==> config.mk <==
export PLATFORM = sky130hd
export DESIGN_NAME = modrm_fetch
export DESIGN_NICKNAME = d
export VERILOG_FILES = /design/src/rtl/modrm_fetch_pkg.sv /design/src/rtl/modrm_fetch.sv
export SDC_FILE = /design/constraint.sdc
export NUM_CORES = 1
export LEC_CHECK = 0
export ABC_AREA = 1
export BUFFER_PORTS_ARGS = -buffer_cell sky130_fd_sc_hd__buf_2
export CAP_MARGIN = 20
export CELL_PAD_IN_SITES_DETAIL_PLACEMENT = 1
export CELL_PAD_IN_SITES_GLOBAL_PLACEMENT = 2
export CORE_MARGIN = 2
export CORE_UTILIZATION = 31
export CTS_BUF_LIST = sky130_fd_sc_hd__clkbuf_2
export CTS_CLUSTER_SIZE = 28
export DETAILED_ROUTE_END_ITERATION = 10
export HOLD_SLACK_MARGIN = 0.08
export PLACE_DENSITY_LB_ADDON = 0.05
export SLEW_MARGIN = 20
export SYNTH_ARGS = -nofsm -noshare
export SYNTH_HDL_FRONTEND = slang
export SYNTH_SLANG_ARGS = --single-unit
==> constraint.sdc <==
create_clock -name clk -period 1.67 [get_ports clk]
set_clock_uncertainty 0.2 [all_clocks]
set_input_delay 0.0835 -clock clk [delete_from_list [all_inputs] [get_ports clk]]
set_output_delay 0.0835 -clock clk [all_outputs]
set_load 0.02 [all_outputs]
==> src/rtl/modrm_fetch_pkg.sv <==
// Shared types and helpers for the ModR/M byte collector.
// Holds the FSM state enum, MOD/RM field constants and the disp-count decode.
package modrm_fetch_pkg;

   typedef enum logic [2:0] {
      ST_IDLE,
      ST_FETCH_MODRM,
      ST_FETCH_DISP_LO,
      ST_FETCH_DISP_HI,
      ST_DONE
   } fetch_state_t;

   localparam logic [1:0] MOD_REG    = 2'b11;
   localparam logic [1:0] MOD_NODISP = 2'b00;
   localparam logic [1:0] MOD_DISP8  = 2'b01;
   localparam logic [1:0] MOD_DISP16 = 2'b10;
   localparam logic [2:0] RM_DIRECT  = 3'b110;

   // Number of displacement bytes that follow a ModR/M byte (16-bit mode).
   function automatic logic [1:0] disp_bytes(input logic [7:0] modrm);
      logic [1:0] n;
      n = 2'd0;
      unique case (modrm[7:6])
         MOD_NODISP: n = (modrm[2:0] == RM_DIRECT) ? 2'd2 : 2'd0;
         MOD_DISP8:  n = 2'd1;
         MOD_DISP16: n = 2'd2;
         MOD_REG:    n = 2'd0;
         default:    n = 2'd0;
      endcase
      return n;
   endfunction

endpackage

==> src/rtl/modrm_fetch.sv <==
// ModR/M byte collector: pops ModR/M plus 0..2 displacement bytes from the
// prefetch FIFO, extends disp8, and pulses decode_start/done to ModRMDecode.
// Ports: clk, reset (async, active-high); start, flush from microcode;
//   fifo_byte/fifo_valid/fifo_rd_en to the prefetch FIFO;
//   modrm, displacement, decode_start to the decoder; done, busy, length
//   (bytes consumed) to microcode and the IP-advance logic.
module modrm_fetch
   import modrm_fetch_pkg::*;
#(
   parameter bit SIGN_EXTEND_DISP8 = 1'b1
) (
   input  logic        clk,
   input  logic        reset,
   input  logic        start,
   input  logic        flush,
   input  logic [7:0]  fifo_byte,
   input  logic        fifo_valid,
   output logic        fifo_rd_en,
   output logic [7:0]  modrm,
   output logic [15:0] displacement,
   output logic        decode_start,
   output logic        done,
   output logic        busy,
   output logic [1:0]  length
);

   fetch_state_t state_q, state_d;
   logic [7:0]   modrm_q, modrm_d;
   logic [15:0]  disp_q, disp_d;
   logic [1:0]   len_q, len_d;
   logic [1:0]   need_q, need_d;
   logic         in_fetch;
   logic [1:0]   need_now;

   assign in_fetch = (state_q == ST_FETCH_MODRM) ||
                     (state_q == ST_FETCH_DISP_LO) ||
                     (state_q == ST_FETCH_DISP_HI);

   // Decision uses the byte being popped, not the modrm register.
   assign need_now = disp_bytes(fifo_byte);

   assign fifo_rd_en   = fifo_valid & ~flush & in_fetch;
   assign busy         = in_fetch;
   assign decode_start = (state_q == ST_DONE) & ~flush;
   assign done         = decode_start;
   assign modrm        = modrm_q;
   assign displacement = disp_q;
   assign length       = len_q;

   always_comb begin
      state_d = state_q;
      modrm_d = modrm_q;
      disp_d  = disp_q;
      len_d   = len_q;
      need_d  = need_q;
      if (flush) begin
         state_d = ST_IDLE;
      end else begin
         unique case (state_q)
            ST_IDLE, ST_DONE: begin
               if (start) begin
                  state_d = ST_FETCH_MODRM;
                  disp_d  = 16'h0000;
                  len_d   = 2'd0;
               end else begin
                  state_d = ST_IDLE;
               end
            end
            ST_FETCH_MODRM: begin
               if (fifo_rd_en) begin
                  modrm_d = fifo_byte;
                  len_d   = 2'd1;
                  need_d  = need_now;
                  state_d = (need_now == 2'd0) ? ST_DONE
                                               : ST_FETCH_DISP_LO;
               end
            end
            ST_FETCH_DISP_LO: begin
               if (fifo_rd_en) begin
                  disp_d[7:0] = fifo_byte;
                  len_d       = len_q + 2'd1;
                  if (need_q == 2'd1) begin
                     disp_d[15:8] = SIGN_EXTEND_DISP8 ? {8{fifo_byte[7]}}
                                                      : 8'h00;
                     state_d = ST_DONE;
                  end else begin
                     state_d = ST_FETCH_DISP_HI;
                  end
               end
            end
            ST_FETCH_DISP_HI: begin
               if (fifo_rd_en) begin
                  disp_d[15:8] = fifo_byte;
                  len_d        = len_q + 2'd1;
                  state_d      = ST_DONE;
               end
            end
            default: state_d = ST_IDLE;
         endcase
      end
   end

   always_ff @(posedge clk or posedge reset) begin
      if (reset) begin
         state_q <= ST_IDLE;
         modrm_q <= 8'h00;
         disp_q  <= 16'h0000;
         len_q   <= 2'd0;
         need_q  <= 2'd0;
      end else begin
         state_q <= state_d;
         modrm_q <= modrm_d;
         disp_q  <= disp_d;
         len_q   <= len_d;
         need_q  <= need_d;
      end
   end

endmodule

Word level (Yosys, flattened, before mapping)
Cells that the tools add are included.
Word-level totals
  word-level logic and storage cells: 64
  flip-flop bits (word level): 31
  output and inout bits: 30
  input bits: 13
Cells by class
  reductions and logical operators: 15
  equal/unequal tests: 18
  $add $sub $neg: 1
  bitwise gates (word level): 4
  multiplexer cells: 20
Operator list (number)
  16-bit 2-to-1 mux: 2
  8-bit case mux with 3 select lines: 1
  3-bit 2-to-1 mux: 6
  8-bit 2-to-1 mux: 2
  8-bit case mux with 2 select lines: 1
  3-bit case mux with 4 select lines: 1
  3-bit inequality test, second input constant: 3
  2-bit 2-to-1 mux: 4
  2-bit inequality test, second input constant: 4
  2-bit case mux with 4 select lines: 1
  3-bit by 2-bit equality test with 1-bit output, second input constant: 2
  3-bit equality test, second input constant: 2
  2-bit case mux with 3 select lines: 1
  3-bit AND reduction: 2
  6-bit AND reduction: 1
  3-bit nonzero test: 2
  5-bit AND reduction: 1
  2-bit by 1-bit equality test with 1-bit output, second input constant: 2
  2-bit equality test, second input constant: 2
  2-bit logical NOT: 2
  2-bit by 1-bit inequality test with 1-bit output, second input constant: 2
  4-bit AND reduction: 1
  2-bit OR reduction: 2
  1-bit AND: 3
  other kinds (7): 8

Longest topological paths before layout
  word-level depth: 8
  depth in mapped cells: 9
  gate-level depth less buffers: 8

Worst setup path after synthesis
No wires, ideal clock.
  path type: register to output
  start: register state_q[0]
  end: output done
  arrival: 1424 ps
  required time: 1387 ps
  path buffers: 1
  stages on the path, launching flop included: 5
  path slack: -38 ps
  path through: dfrtp_1 -> inv_2 -> nand2_1 -> nor3_1 -> buf_4
Between the ends
  cells in the longest elaborated chain, start to end: 2
RTL lines
  from (decl): RTL line modrm_fetch.sv:27  | fetch_state_t state_q, state_d;
  from (signal assigned): RTL line modrm_fetch.sv:111  | state_q <= state_d;
  3-bit equality test: RTL line modrm_fetch.sv:44  | assign decode_start = (state_q == ST_DONE) & ~flush;
  1-bit AND: RTL line modrm_fetch.sv:44
  to (decl): RTL line modrm_fetch.sv:22  | output logic done,
Every way passes these cells.

Final worst setup path
  start: register state_q[0]
  end: output decode_start
Between the ends
  cells in the longest elaborated chain, start to end: 2
RTL lines
  3-bit equality test: RTL line modrm_fetch.sv:44
  1-bit AND: RTL line modrm_fetch.sv:44
  to (decl): RTL line modrm_fetch.sv:21  | output logic decode_start,
Every way passes these cells.

==> impl_summary.log <==
[metrics] count of cells along the worst register-to-register path: 7
[metrics] clock slew seen by the registers of the worst setup and hold paths: 0.20 ns
[metrics] Clk Latency, worst-skew pair: 0.38 ns
[metrics] biggest area contributors in the synthesized netlist: sky130_fd_sc_hd__dfrtp_1, sky130_fd_sc_hd__nand2_1, sky130_fd_sc_hd__o21ai_2, sky130_fd_sc_hd__nand3_1, sky130_fd_sc_hd__a21oi_1
[metrics] count of antenna-violating nets left after detailed routing: 0
[metrics] largest fanout of any net on the critical path: 5
[metrics] area of the die: 5690 um^2
[metrics] final core utilization: 0.436
[metrics] count of flip-flops with a built-in enable after synthesis: 0
[metrics] post-detailed-placement half-perimeter wirelength: 3.37 mm
[metrics] Synth async-reset ratio: 1.00
[metrics] startpoint of the worst-slack reg-to-reg timing path: state_q[2]$_DFFE_PP0P_
[metrics] post-synthesis register bit count: 31
[metrics] Crit. End Element: output pin
[metrics] cell at the root of the clock tree: sky130_fd_sc_hd__clkbuf_2
[metrics] Arrival @ worst endpoint: 1.35 ns
[metrics] vias in the first global route: 1466
[metrics] headroom to the max-slew limit: 0.725
[metrics] Post-Synthesis Cells: 179
[metrics] initial cell density of the core: 0.316
[metrics] leakage power: 0.00120 uW
[metrics] Yosys warning total: 0
[metrics] Clock Tree Buf Depth: 2
[metrics] Die H: 75.5 um
[metrics] GRT Residual Overflow: 0
[metrics] number of levels the H-tree was split into: 2
[metrics] mean instance size in the synthesized netlist: 8.84 um^2
[metrics] count of nets after finishing: 265
[metrics] signed area change from the synthesized netlist to the final layout: 38.1%
[metrics] # diodes: 0
[metrics] Routed wire per std cell: 13.9 um
[metrics] top cell type's share of synthesized area: 0.490
[metrics] number of remaining DRC errors: 0
[metrics] leading post-synthesis cells by instance count: sky130_fd_sc_hd__nand2_1, sky130_fd_sc_hd__dfrtp_1, sky130_fd_sc_hd__o21ai_2, sky130_fd_sc_hd__nand3_1, sky130_fd_sc_hd__inv_1
[metrics] Port Buffer Count: 42
[metrics] Setup Viol. Count Final: 0
[metrics] final critical-path setup slack: 0.0360 ns
[metrics] setup slack on the worst flop-to-flop path: 0.08 ns
[metrics] maximum number of pins on one net before global-route repair: 32
[metrics] required time of the worst setup path: 1.39 ns
[metrics] clock tree from TritonCTS: done
[metrics] total CTS buffers: 5
[metrics] antenna violations before repair: 0
[metrics] share of synthesized area occupied by flip-flops and latches: 0.490
[metrics] Synth Net Count: 192
[metrics] cell area after synthesis: 1580 um^2
[metrics] Sink Count: 31
[metrics] max-slew violation total from the final report: 0
[metrics] Iteration-0 DRC Markers: 35
[metrics] fill count: 628
[metrics] placement-stage worst setup slack: 0.0372 ns
[metrics] slew at the pin with the worst max-slew slack: 0.412 ns
[metrics] unrepaired setup endpoints after global routing: yes
[metrics] kind of critical path: reg2out
[metrics] # rows: 26
[metrics] vias per inst: 4.53
[metrics] kind of path behind the tightest hold check: in2async
[metrics] f_max: 0.612 GHz
[metrics] first-pass GRT wire length: 7.16 mm
[metrics] overall global routing resource usage: 0.170
[metrics] chip width: 75.5 um
[metrics] ratio of final minimum period to clock period: 0.978
[metrics] total via count after detailed routing: 1462
[metrics] count of final hold-check violations: 0
[metrics] min cycle time layout: 1.63 ns
[metrics] IO Pins: 43
[metrics] destination of the worst register-to-register timing path: displacement[15]$_DFFE_PP0P_
[metrics] final RePlAce weighted congestion: 0.791
[metrics] Worst VDD drop: 0.000461 V
[metrics] leading register cell type out of synthesis: sky130_fd_sc_hd__dfrtp_1
[metrics] top-count cell post-synth: sky130_fd_sc_hd__nand2_1
[metrics] library cells used by synthesis: 25
[metrics] result of the run: finished clean
[metrics] pwr dens: 1280 nW/um^2
[metrics] number of detailed-routing iterations run before antenna repair: 3
[metrics] startpoint types: flop
[metrics] core outline area: 5010 um^2
[metrics] dominant cell type by area after synthesis: sky130_fd_sc_hd__dfrtp_1
[metrics] fraction of layout cells with a size suffix above 1: 0.419
[metrics] post-detailed-routing wire length: 4.48 mm
[metrics] number of violations of the max-capacitance limit: 0
==> worst max path at each step <==
stage / end / startpoint / slack (ns)
finish: decode_start / state_q[0]$_DFFE_PP0P_ / 0.04
global route: busy / state_q[0]$_DFFE_PP0P_ / -0.06
CTS: fifo_rd_en / flush / 0.02
detailed placement: displacement[4]$_DFFE_PP0P_ / state_q[0]$_DFFE_PP0P_ / 0.04
global placement: displacement[2]$_DFFE_PP0P_ / state_q[1]$_DFFE_PP0P_ / 0.12
floorplan: displacement[8]$_DFFE_PP0P_ / state_q[0]$_DFFE_PP0P_ / 0.19
==> timing repair <==
item                                    CTS  global route
hold endpoints to repair                 62             0
setup buffers                             2             8
endpoints found under the setup margin    4            24
resized for setup                         4             8
pin swaps                                 0             5
hold buffers                             12             0
==> sequential cells by signal (all words and copies together) (netlist names) <==
signal	cells
displacement	16
length	2
modrm	8
need_q	2
state_q	3
==> cells in the final DEF, fill, tap and decap left out <==
| cell type | count |
|---|---|
| sky130_fd_sc_hd__nor2_8 | 2 |
| sky130_fd_sc_hd__dfrtp_1 | 30 |
| sky130_fd_sc_hd__nand4_1 | 2 |
| sky130_fd_sc_hd__clkbuf_2 | 5 |
| sky130_fd_sc_hd__inv_1 | 11 |
| sky130_fd_sc_hd__nor2_2 | 4 |
| sky130_fd_sc_hd__a21oi_1 | 10 |
| sky130_fd_sc_hd__inv_4 | 2 |
| sky130_fd_sc_hd__bufinv_16 | 1 |
| sky130_fd_sc_hd__nor2_1 | 4 |
| sky130_fd_sc_hd__a21oi_2 | 1 |
| sky130_fd_sc_hd__nand2_1 | 60 |
| sky130_fd_sc_hd__nand3_1 | 12 |
| sky130_fd_sc_hd__dfrtp_2 | 1 |
| sky130_fd_sc_hd__inv_2 | 5 |
| sky130_fd_sc_hd__clkinv_2 | 1 |
| sky130_fd_sc_hd__xor2_1 | 1 |
| sky130_fd_sc_hd__o21ai_2 | 13 |
| sky130_fd_sc_hd__dlygate4sd3_1 | 12 |
| sky130_fd_sc_hd__nand3_2 | 1 |
| sky130_fd_sc_hd__nor3_4 | 2 |
| sky130_fd_sc_hd__nand2_4 | 5 |
| sky130_fd_sc_hd__buf_4 | 17 |
| sky130_fd_sc_hd__nand2_2 | 2 |
| sky130_fd_sc_hd__buf_2 | 40 |
| sky130_fd_sc_hd__clkinv_1 | 1 |
| sky130_fd_sc_hd__o22ai_2 | 1 |
| sky130_fd_sc_hd__nor2_4 | 3 |
| sky130_fd_sc_hd__o21ai_0 | 4 |
==> power by group <==
group	total (uW)	internal, uW	switching (uW)
logic	1190	432	756
clock network	531	246	285
registers	1080	949	127
total	2790	1630	1170
==> critical path, stage by stage (launching register included) <==
cell and delay (ns):
sky130_fd_sc_hd__dfrtp_1 0.43, sky130_fd_sc_hd__inv_2 0.14, sky130_fd_sc_hd__nand2_4 0.10, sky130_fd_sc_hd__nor3_4 0.14
sky130_fd_sc_hd__buf_4 0.16
==> area by class of cell <==
class                   instances  area, um^2  share of cell area
flip-flops and latches         31         777               0.355
inverters                      18        72.6              0.0332
clock inverters                 3        38.8              0.0177
repair buffers                 69         448               0.205
clock buffers                   5        25.0              0.0114
well taps                      70        87.6              0.0401
multi-input cells             127         737               0.337
==> layer usage <==
layer,vias up,routed length [um],GRT usage
met2,29,2210,0.272
met5,-,0,0
met4,0,49,0.0468
li1,714,-,-
met1,714,2040,0.229
met3,5,180,0.0423
==> metrics by stage <==
step | instances | cell area, um^2 | hold slack [ns] | TNS (ns) | total power [uW]
final | 323 | 2190 | 0.0776 | 0 | 2790
after CTS | 315 | 2090 | 0.0936 | 0 | 2730
after global placement | 293 | 1880 | -0.0189 | 0 | 2120
after detailed placement | 293 | 1880 | -0.00692 | 0 | 2160
after floorplan | 179 | 1590 | -0.0130 | 0 | 1830
after global routing | 323 | 2190 | 0.0975 | -0.215 | 3000
==> cells by family after synthesis <==
family / synth area share
DFF: 0.490
AOI/OAI and AO/OA: 0.126
and+or+nand+nor: 0.310
buffers and inverters: 0.0688
xor gates and xnor gates: 0.00553
Power figures use the tool's default switching activity.
